--- config.mk ---
export PLATFORM = sky130hd
export DESIGN_NAME = change_dispenser
export DESIGN_NICKNAME = d
export VERILOG_FILES = /design/src/rtl/change_dispenser.sv
export SDC_FILE = /design/constraint.sdc
export NUM_CORES = 1
export LEC_CHECK = 0
export ABC_AREA = 1
export BUFFER_PORTS_ARGS = -buffer_cell sky130_fd_sc_hd__clkbuf_2
export CORE_MARGIN = 4
export CORE_UTILIZATION = 50
export DETAILED_ROUTE_END_ITERATION = 6
export GPL_TIMING_DRIVEN = 0
export PLACE_DENSITY = 0.78
export REMOVE_ABC_BUFFERS = 1
export SKIP_LAST_GASP = 1
export SYNTH_ARGS = -nofsm -noshare
export SYNTH_HDL_FRONTEND = slang
export SYNTH_SLANG_ARGS = --single-unit
--- constraint.sdc ---
create_clock -name clk -period 1.6 [get_ports clk]
set_input_delay 0.32 -clock clk [delete_from_list [all_inputs] [get_ports clk]]
set_output_delay 0.32 -clock clk [all_outputs]
set_load 0.02 [all_outputs]
--- src/rtl/change_dispenser.sv ---
// rtl/change_dispenser.sv - greedy coin payout engine (20/10/5) with per-denomination stock
//
// Ports:
//   clk, reset              clock and synchronous active-high reset
//   change_valid/_amt/_ready   one change request per transaction, accepted in IDLE only
//   refill                  reload all stocks to STOCK_INIT, honoured in IDLE only
//   deno_20/10/5            one-cycle pulse per coin dispensed
//   done                    one-cycle pulse at end of transaction
//   short_change, remain    unpaid amount report, valid with done, held until next accept
//   stock_20/10/5           current coin stock per denomination
module change_dispenser #(
    parameter int AMT_W      = 8,
    parameter int STOCK_W    = 4,
    parameter int STOCK_INIT = 4,
    parameter int GAP_CYC    = 2
) (
    input  logic               clk,
    input  logic               reset,
    input  logic               change_valid,
    input  logic [AMT_W-1:0]   change_amt,
    output logic               change_ready,
    input  logic               refill,
    output logic               deno_20,
    output logic               deno_10,
    output logic               deno_5,
    output logic               done,
    output logic               short_change,
    output logic [AMT_W-1:0]   remain,
    output logic [STOCK_W-1:0] stock_20,
    output logic [STOCK_W-1:0] stock_10,
    output logic [STOCK_W-1:0] stock_5
);

    typedef enum logic [2:0] {
        S_IDLE,
        S_PICK,
        S_PULSE,
        S_GAP,
        S_FINISH
    } state_t;

    localparam logic [1:0] C20 = 2'd0;
    localparam logic [1:0] C10 = 2'd1;
    localparam logic [1:0] C5  = 2'd2;

    // Counter must hold GAP_CYC-1 and stay at least one bit wide when GAP_CYC is 0 or 1.
    localparam int GAP_W    = (GAP_CYC > 1) ? $clog2(GAP_CYC) : 1;
    localparam int GAP_LOAD = (GAP_CYC > 0) ? GAP_CYC - 1 : 0;

    localparam logic [STOCK_W-1:0] STOCK_RELOAD = STOCK_W'(STOCK_INIT);

    state_t           state, state_nxt;
    logic [AMT_W-1:0] rem;
    logic [1:0]       coin_sel;
    logic [1:0]       coin_nxt;
    logic             have_coin;
    logic [AMT_W-1:0] coin_val;
    logic [GAP_W-1:0] gap_cnt;

    // Greedy choice: largest coin that fits in rem and is still in stock.
    always_comb begin
        have_coin = 1'b1;
        coin_nxt  = C20;
        if (rem >= AMT_W'(20) && stock_20 != '0) begin
            coin_nxt = C20;
        end else if (rem >= AMT_W'(10) && stock_10 != '0) begin
            coin_nxt = C10;
        end else if (rem >= AMT_W'(5) && stock_5 != '0) begin
            coin_nxt = C5;
        end else begin
            have_coin = 1'b0;
        end
    end

    always_comb begin
        case (coin_sel)
            C20:     coin_val = AMT_W'(20);
            C10:     coin_val = AMT_W'(10);
            default: coin_val = AMT_W'(5);
        endcase
    end

    always_ff @(posedge clk) begin
        if (reset) begin
            state <= S_IDLE;
        end else begin
            state <= state_nxt;
        end
    end

    always_comb begin
        state_nxt    = state;
        change_ready = 1'b0;
        deno_20      = 1'b0;
        deno_10      = 1'b0;
        deno_5       = 1'b0;
        done         = 1'b0;
        case (state)
            S_IDLE: begin
                change_ready = 1'b1;
                if (change_valid) begin
                    state_nxt = S_PICK;
                end
            end
            S_PICK: begin
                state_nxt = have_coin ? S_PULSE : S_FINISH;
            end
            S_PULSE: begin
                deno_20   = (coin_sel == C20);
                deno_10   = (coin_sel == C10);
                deno_5    = (coin_sel == C5);
                state_nxt = (GAP_CYC > 0) ? S_GAP : S_PICK;
            end
            S_GAP: begin
                if (gap_cnt == '0) begin
                    state_nxt = S_PICK;
                end
            end
            S_FINISH: begin
                done      = 1'b1;
                state_nxt = S_IDLE;
            end
            default: begin
                state_nxt = S_IDLE;
            end
        endcase
    end

    always_ff @(posedge clk) begin
        if (reset) begin
            rem          <= '0;
            coin_sel     <= C20;
            gap_cnt      <= '0;
            short_change <= 1'b0;
            remain       <= '0;
            stock_20     <= STOCK_RELOAD;
            stock_10     <= STOCK_RELOAD;
            stock_5      <= STOCK_RELOAD;
        end else begin
            case (state)
                S_IDLE: begin
                    // Refill lands on the same edge as an accept, so the new
                    // transaction already sees the full stocks.
                    if (refill) begin
                        stock_20 <= STOCK_RELOAD;
                        stock_10 <= STOCK_RELOAD;
                        stock_5  <= STOCK_RELOAD;
                    end
                    if (change_valid) begin
                        rem          <= change_amt;
                        short_change <= 1'b0;
                        remain       <= '0;
                    end
                end
                S_PICK: begin
                    if (have_coin) begin
                        coin_sel <= coin_nxt;
                    end else begin
                        // Registered here so the report is already valid in the done cycle.
                        remain       <= rem;
                        short_change <= (rem != '0);
                    end
                end
                S_PULSE: begin
                    rem     <= rem - coin_val;
                    gap_cnt <= GAP_W'(GAP_LOAD);
                    case (coin_sel)
                        C20:     stock_20 <= stock_20 - 1'b1;
                        C10:     stock_10 <= stock_10 - 1'b1;
                        default: stock_5  <= stock_5 - 1'b1;
                    endcase
                end
                S_GAP: begin
                    if (gap_cnt != '0) begin
                        gap_cnt <= gap_cnt - 1'b1;
                    end
                end
                default: begin
                end
            endcase
        end
    end

endmodule

==> Word-level counts from Yosys, hierarchy flattened <==
Cells that the tools add are included.
{ "word_totals": {"ff_bits": 35, "in_bits": 12, "wordCells": 83} }
{ "classes": {"addsub": 5, "order_cmp": 3, "n_eq_ne": 13, "n_mux": 33, "reduce_logical": 20} }
{ "op_table": {"columns": ["operator", "count"], "rows": [
  ["case mux 8 bit (2 select lines)", 2],
  ["two-way mux 8 bit", 3],
  ["case mux 4 bit (2 select lines)", 3],
  ["two-way mux 4 bit", 4],
  ["inequality test 2 bit, second input constant", 7],
  ["case mux 3 bit (4 select lines)", 1],
  ["AND reduction 3 bit", 4],
  ["nonzero test 4 bit", 3],
  ["subtractor 4 x 1 -> 4 bit, second input constant", 3],
  ["two-way mux 1 bit", 11],
  ["case mux 5 bit (2 select lines)", 1],
  ["two-way mux 3 bit", 3],
  ["greater-or-equal comparator 8 x 3 -> 1 bit, second input constant", 1],
  ["greater-or-equal comparator 8 x 4 -> 1 bit, second input constant", 1],
  ["greater-or-equal comparator 8 x 5 -> 1 bit, second input constant", 1],
  ["nonzero test 8 bit", 1],
  ["subtractor 8 bit", 1],
  ["== test 3 x 2 -> 1 bit, second input constant", 2],
  ["two-way mux 2 bit", 3],
  ["AND reduction 2 bit", 3],
  ["nonzero test 2 bit", 3],
  ["case mux 1 bit (2 select lines)", 2],
  ["== test 3 x 1 -> 1 bit, second input constant", 1],
  ["== test 3 bit, second input constant", 1],
  ["other kinds (7)", 9]
]} }

==> Logic depth before layout (Yosys ltp) <==
Gate-level depths: netlist (run 1).
{ "depth": {"depth_word": 7, "mapped_depth": 12, "ltp_nobuf": 12} }

==> Worst setup path after synthesis (run 1) <==
Ideal clock, no wire load.
{ "synth_timing": {"path_kind": "reg-to-reg", "start": "register coin_sel[0]", "end": "register rem[4]", "arrival_ps": 1611, "slack_ps": -129, "path_stages_with_launch": 10, "path_cell_list": "dfxtp_1 > inv_1 > nor2_1 > inv_1 > fa_1 > nand3_1 > nand2_1 > or2_2 > a21oi_1 > nor2_1"} }
{ "synth_between": {"elab_chain_cells": 4} }
{ "synth_lines": {"columns": ["element", "line_no", "rtl"], "rows": [
  ["start, declared", "54", "logic [1:0] coin_sel;"],
  ["start signal, assigned", "157", "coin_sel <= coin_nxt;"],
  ["== test 2 x 1 -> 1 bit / zero test 2 bit (equally long branches)", "76", "case (coin_sel)"],
  ["case mux 5 bit (2 select lines) (*)", "76", null],
  ["subtractor 8 bit (*)", "165", "rem <= rem - coin_val;"],
  ["case mux 8 bit (2 select lines) (*)", "140", "case (state)"],
  ["end signal, assigned", "150", "rem <= change_amt;"],
  ["end signal, assigned", "165", null],
  ["end, declared", "53", "logic [AMT_W-1:0] rem;"]
]} }
Every way passes the cells marked *; elsewhere a longest branch is shown, timed or not.
A chain may end at the register's enable or synchronous reset.

==> Worst setup path in the final report (run 1) <==
{ "layout_timing": {"start": "register state[2]", "end": "output port deno_20"} }
{ "layout_between": {"elab_chain_cells": 2} }
{ "layout_lines": {"columns": ["element", "line_no", "rtl"], "rows": [
  ["start, declared", "52", "state_t state, state_nxt;"],
  ["start signal, assigned", "87", "state <= state_nxt;"],
  ["== test 3 x 2 -> 1 bit", "98", "case (state)"],
  ["two-way mux 1 bit", "98", null],
  ["end, declared", "23", "output logic deno_20,"]
]} }
Every way passes these cells.

==> impl_metrics.toml, run 1 <==
[clock_network]
tritoncts = "built"
clockRootBuffer = "clkbuf_8"
cts_num_sinks = 35
numCtsBuffers = 5
insertion_delay_ns = 0.30
htreeDepth = 2
clockBufferDepth = 2
clk_pin_slew_ns = 0.07
hold_buffers = 0

[pwr]
power.share.switching_pct = 47.7
p_int_mw = 3.86
power_leakage_nw = 1.31
power.density_nw_per_um2 = 2560
pwr-share-clk_pct = 13.1
power_frac_seq_pct = 21.3
total_power_mw = 7.37
pwr-share-comb_pct = 65.7
ir_drop_uv = 1600
p_switching_mw = 3.52

[grt]
grt-ovfl-total = 0
gr-usage-all-layers_pct = 20.4
antenna_found_initial = 0
grt_max_degree = 14
grt_pass1_wl_microns = 8310
grt_pass1_vias = 1761

[sta]
fmax_ghz = 0.579
fin_ws_ns = -0.128
fin_crit_sh_pct = 108
min_period_ns = 1.73
setup_viol = 13
rsz0062_at_grt = "true"
drv_slew = 0
slew_headroom_pct = 68.6
setup-tns-final_ns = -0.882
hold_viol_final = 0
worst_slew_pin_slew_ns = 0.471
finClkSkew_ns = 0.00685

[cells_and_area]
finalNetCount = 378
fin_util_pct = 76.3
diodes = 0
areaGrowthSynthToFinish_pct = 43.5
n_fill_cell = 243
layout-drive-gt1-share_pct = 39.9
stdcell_area_sq_um = 2880

[route]
routed.top_layer = "met4"
wl_microns = 6350
vias = 2234
met3_length_microns = 443
ant_nets = 0
drt_iter0_drc = 179
viasPerCell = 5.50
wl_met1_microns = 2630
dr.pass1.iters = 5
routedWlPerCell_microns = 15.6
dr_wl_met2_microns = 3060
post-route-drc-count = 0

[critical_path]
r2r_start = "coin_sel[1]"
startpoint_type = "register"
crit_fanout = 5
rrSetupSlack_ns = -0.11
cp.required_ns = 1.28
cp-end-kind = "primary output"
reg2reg_depth = 9
worst_r2r_endpoint = "rem[3]"
critical_path_class = "register to primary output"
worstPathArrival_ns = 1.41

[floorplanning]
die_w_microns = 71.3
die_y_microns = 71.3
die_area_sq_um = 5090
core.rowCount = 22
num_io_pins = 38
start_util_pct = 53.2
fp.coreArea_sq_um = 3770

[yosys]
ys_types = 31
yosysTopAreaCell = "dfxtp_1"
postSynthCellCount = 284
synthFlopType = "dfxtp_1"
synth_fa_ha_area_share_pct = 5.99
ys_async_sr_fraction_pct = 0
ys_top_cells_by_area = "dfxtp_1 (35%), nand2_1 (12%), nor2_1 (7.1%)"
synth_simple_gate_area_share_pct = 33.1
synth_seq_area_share_pct = 34.9
synth_top_family_by_area = "simple AND/OR/NAND/NOR gates"
synth_edf_count = 0
netlist_area_sq_um = 2010
synth.avg_cell_area_sq_um = 7.06
ys_warn_count = 0
synth.top_cell.area_share_pct = 34.9
ys_ff_latch = 35
synth-compound-area-share_pct = 15.9
synthMuxAreaShare_pct = 0
synth_xor_xnor_area_share_pct = 1.31

[placement]
placed_cell_area_sq_um = 2200
place_hpwl_microns = 3090
portBuffers = 37
place.gp.congestion = 0.878

[run_status]
violations = "negative setup slack"
status = "finished, violations left"

[min_path]
hp-class = "input pin to register"
hold_start = "change_amt[2]"
min_path_cells = 3
min_to = "rem[2]"

[run]
maxCapViolCount = 0
==> state kept, by name, indices dropped and copies added, names as in the netlist <==
register	flops
stock_5	4
stock_20	4
rem	8
stock_10	4
coin_sel	2
short_change	1
gap_cnt	1
remain	8
state	3
==> metal layers <==
metal	vias to the layer above	GRT usage (%)
met5	-	0
met4	0	8.35
met2	108	33.3
li1	1079	-
met3	19	4.21
met1	1028	26.1
==> logic make-up after synthesis <==
family / after synthesis
compound gates: 52
xor+xnor: 3
fa+ha+maj: 9
buf+inv: 40
flops: 35
simple gates: 145
==> stage by stage <==
stage          hold slack [ns]  std cells  setup slack, ns
6_report                 0.287        406           -0.128
5_1_grt                  0.306        406           -0.190
4_1_cts                  0.291        390          -0.0622
3_5_place_dp             0.461        362           -0.295
3_3_place_gp             0.452        362           -0.285
2_1_floorplan            0.389        277           -0.129
==> layout make-up <==
| type | instances | area (sq um) | share of cell area [%] |
|---|---|---|---|
| inverter | 33 | 131 | 4.56 |
| clock buffer | 6 | 72.6 | 2.52 |
| clock inverter | 2 | 60.1 | 2.09 |
| sequential | 35 | 714 | 24.8 |
| multi-input combinational | 210 | 1310 | 45.5 |
| tap | 48 | 60.1 | 2.09 |
| timing repair buffer | 72 | 531 | 18.4 |
==> critical path, cell delays in order, from the launching register on <==
cell and delay [ns]:
dfxtp_4 0.37, inv_4 0.07, nand2_4 0.06, nor2_4 0.19, nand3_2 0.17, inv_1 0.09, clkbuf_4 0.16
==> power by group through the flow <==
stage | Clock (mW) | Sequential, mW | Combinational (mW)
global placement | 0 | 1.49 | 3.08
floorplan | 0 | 1.64 | 2.30
CTS | 0.973 | 1.52 | 3.84
finish | 0.964 | 1.57 | 4.84
global route | 1.02 | 1.61 | 5.24
detailed placement | 0 | 1.50 | 3.13
==> cell usage in the layout, fill, tap and decap left out, types with 6 or more instances in the layout <==
cell type  count
nor2_1        35
clkbuf_8       6
nand2_2        9
clkbuf_2      33
a21oi_1       22
nand2_1       59
nand3_1       15
inv_2          8
nor2_4         6
inv_1         22
buf_4         30
dfxtp_1       28
==> worst max-delay path by stage <==
stage,to,cells after the start,startpoint
after floorplan,rem[4],9,coin_sel[0]
after global placement,rem[6],12,coin_sel[0]
after detailed placement,rem[6],12,coin_sel[0]
after CTS,deno_5,6,state[2]
after global routing,rem[7],12,coin_sel[0]
final,deno_20,6,state[2]
==> synth_stat cells, types with 2 or more instances <==
master,instances
o21ai_2,4
nand2_1,65
o21ai_1,3
clkbuf_1,3
xor2_1,3
nand4_1,5
nor2_1,38
ha_1,8
nor3_1,2
nand3_1,19
a31oi_1,3
inv_1,27
or2_0,2
a211oi_1,5
dfxtp_1,35
a21oi_2,2
a21oi_1,26
nand2_2,4
or2_2,2
buf_6,3
inv_2,6
nor2_4,5
o21ai_0,5
o21bai_1,2
==> timing repair <==
action                                  CTS  global route
pin swaps                                11            18
resized for setup                        36            27
endpoints found under the setup margin   25            37
buffers inserted                         20            14
cloned                                    0             2
Power figures use the tool's default switching activity.
==> run 2, diff against run 1 <==
--- a/config.mk
+++ b/config.mk
@@ -8,10 +8,10 @@
 export ABC_AREA = 1
 export BUFFER_PORTS_ARGS = -buffer_cell sky130_fd_sc_hd__clkbuf_2
 export CORE_MARGIN = 4
-export CORE_UTILIZATION = 50
+export CORE_UTILIZATION = 45
 export DETAILED_ROUTE_END_ITERATION = 6
 export GPL_TIMING_DRIVEN = 0
-export PLACE_DENSITY = 0.78
+export PLACE_DENSITY = 0.72
 export REMOVE_ABC_BUFFERS = 1
 export SKIP_LAST_GASP = 1
 export SYNTH_ARGS = -nofsm -noshare
==> run 2 against run 1 <==
Compared with the run above:
- the run still ends with negative setup slack left
- die area up 9.8%
- sequential power about the same
- first-iteration DRC count down 17%
- global-route usage down 0.45 points
- worst setup slack better by 0.042 ns
- power down 13%
- sequential share of layout area up 1.7 points
- wire length down 19%
- hold slack worse by 0.010 ns
- non-clock buffer count down 15
==> impl_metrics.toml, run 2 (synthesis gave the netlist of run 1 again) <==
[critical_path]
cp-end-kind = "register"
crit_fanout = 5
cp.required_ns = 1.78
worstPathArrival_ns = 1.86
startpoint_type = "register"
critical_path_class = "register to register"

[sta]
setup_viol = 4
drv_slew = 0
fin_crit_sh_pct = 105
min_period_ns = 1.69
rsz0062_at_grt = "true"
hold_viol_final = 0
fmax_ghz = 0.593
finClkSkew_ns = 0.0105
slew_headroom_pct = 66.3
fin_ws_ns = -0.0856
worst_slew_pin_slew_ns = 0.505
worst_hold_slack_ns = 0.277

[cells_and_area]
areaGrowthSynthToFinish_pct = 34.4
reg_top3 = "rem: 8 flops, remain: 8 flops"
final_common_cell = "nand2_1"
layout_common_cells = "nand2_1 (59), nor2_1 (34), clkbuf_2 (33)"
n_fill_cell = 402
finalNetCount = 363
fin_util_pct = 62.4
stdcell_count = 395
diodes = 0
layout-drive-gt1-share_pct = 39.1

[floorplanning]
die_w_microns = 74.8
num_io_pins = 38
fp.coreArea_sq_um = 4320
die_y_microns = 74.8
core.rowCount = 24
start_util_pct = 46.4
die_area_sq_um = 5590

[pwr]
power.density_nw_per_um2 = 2390
power_leakage_nw = 1.20
ir_drop_uv = 1120

[placement]
place.gp.congestion = 0.845
dp.cells = 366
portBuffers = 37
place_hpwl_microns = 3340
pre_cts_ws_ns = -0.314

[grt]
antenna_found_initial = 0
grt-ovfl-total = 0
gr-usage-all-layers_pct = 19.9
grt_pass1_wl_microns = 8560
grt_pass1_vias = 1970
grt_max_degree = 15

[run_status]
status = "finished, violations left"
violations = "negative setup slack"

[clock_network]
tritoncts = "built"
cts_num_sinks = 35
clockBufferDepth = 2
hold_buffers = 0
numCtsBuffers = 5
clockRootBuffer = "clkbuf_8"
htreeDepth = 2
insertion_delay_ns = 0.30
clk_pin_slew_ns = 0.07

[route]
viasPerCell = 5.17
drt_iter0_drc = 148
ant_nets = 0
post-route-drc-count = 0
routedWlPerCell_microns = 13.0
dr.pass1.iters = 4
vias = 2044
wl_microns = 5130

[run]
maxCapViolCount = 0

[min_path]
hp-class = "input pin to register"
run 2: cell types whose count changed in the layout (fill, tap and decap cells not counted), sizes merged:
cell,previous run,this run
clkinv,0,1
clkinvlp,0,2
buf,36,23
clkbuf,42,39
bufinv,2,0
run 2: cell type report:
cell class	count	area, sq um	share of cell area, %
clock buffers	5	68.8	2.55
clock inverters	3	20.0	0.742
inverters	33	131	4.87
multi-input cells	210	1310	48.4
flip-flops and latches	35	714	26.5
well taps	52	65.1	2.41
repair buffers	57	390	14.5
run 2: timing repair:
item,in CTS,in global routing
cloned,0,1
pin swaps,11,20
endpoints found under the hold margin,0,0
resized for setup,36,37
endpoints found under the setup margin,25,33
setup buffers,13,8
run 2: through the flow:
step	instance area, sq um	total power [mW]	setup TNS (ns)
finish	2700	6.44	-0.220
global route	2700	7.05	-2.23
CTS	2530	5.92	-0.343
detailed placement	2200	4.67	-4.07
global placement	2200	4.59	-3.51
floorplan	1950	3.94	-0.236
run 2: final timing paths:
check,start,end,slack (ns),cells after the start
min,change_amt[1],rem[1],0.28,3
max,coin_sel[1],rem[6],-0.09,11
max reg2reg,coin_sel[1],rem[6],-0.09,11
min reg2reg,gap_cnt,gap_cnt,0.47,2
run 2: layer usage:
layer  share of wire (%)  up-vias  global-route usage (%)
met4                 1.2        0                    6.13
met2                  51       47                    34.6
met1                  43      950                    24.3
met3                 5.0        8                    4.94
li1                    -     1039                       -
met5                   0        -                       0
run 2: worst max-delay path, cell delays in order (launching register included):
cell      delay, ns
dfxtp_4        0.38
nor2_4         0.15
inv_4          0.06
fa_2           0.38
nand3_2        0.08
nand2_2        0.06
nand2_2        0.09
nand2_2        0.07
nand2_1        0.06
nand2_1        0.04
o21bai_1       0.12
a21oi_1        0.07
run 2: power by group:
group,switching (mW),internal [mW]
Sequential,0.350,1.20
Combinational,2.51,1.72
Clock,0.355,0.303
Total,3.21,3.23
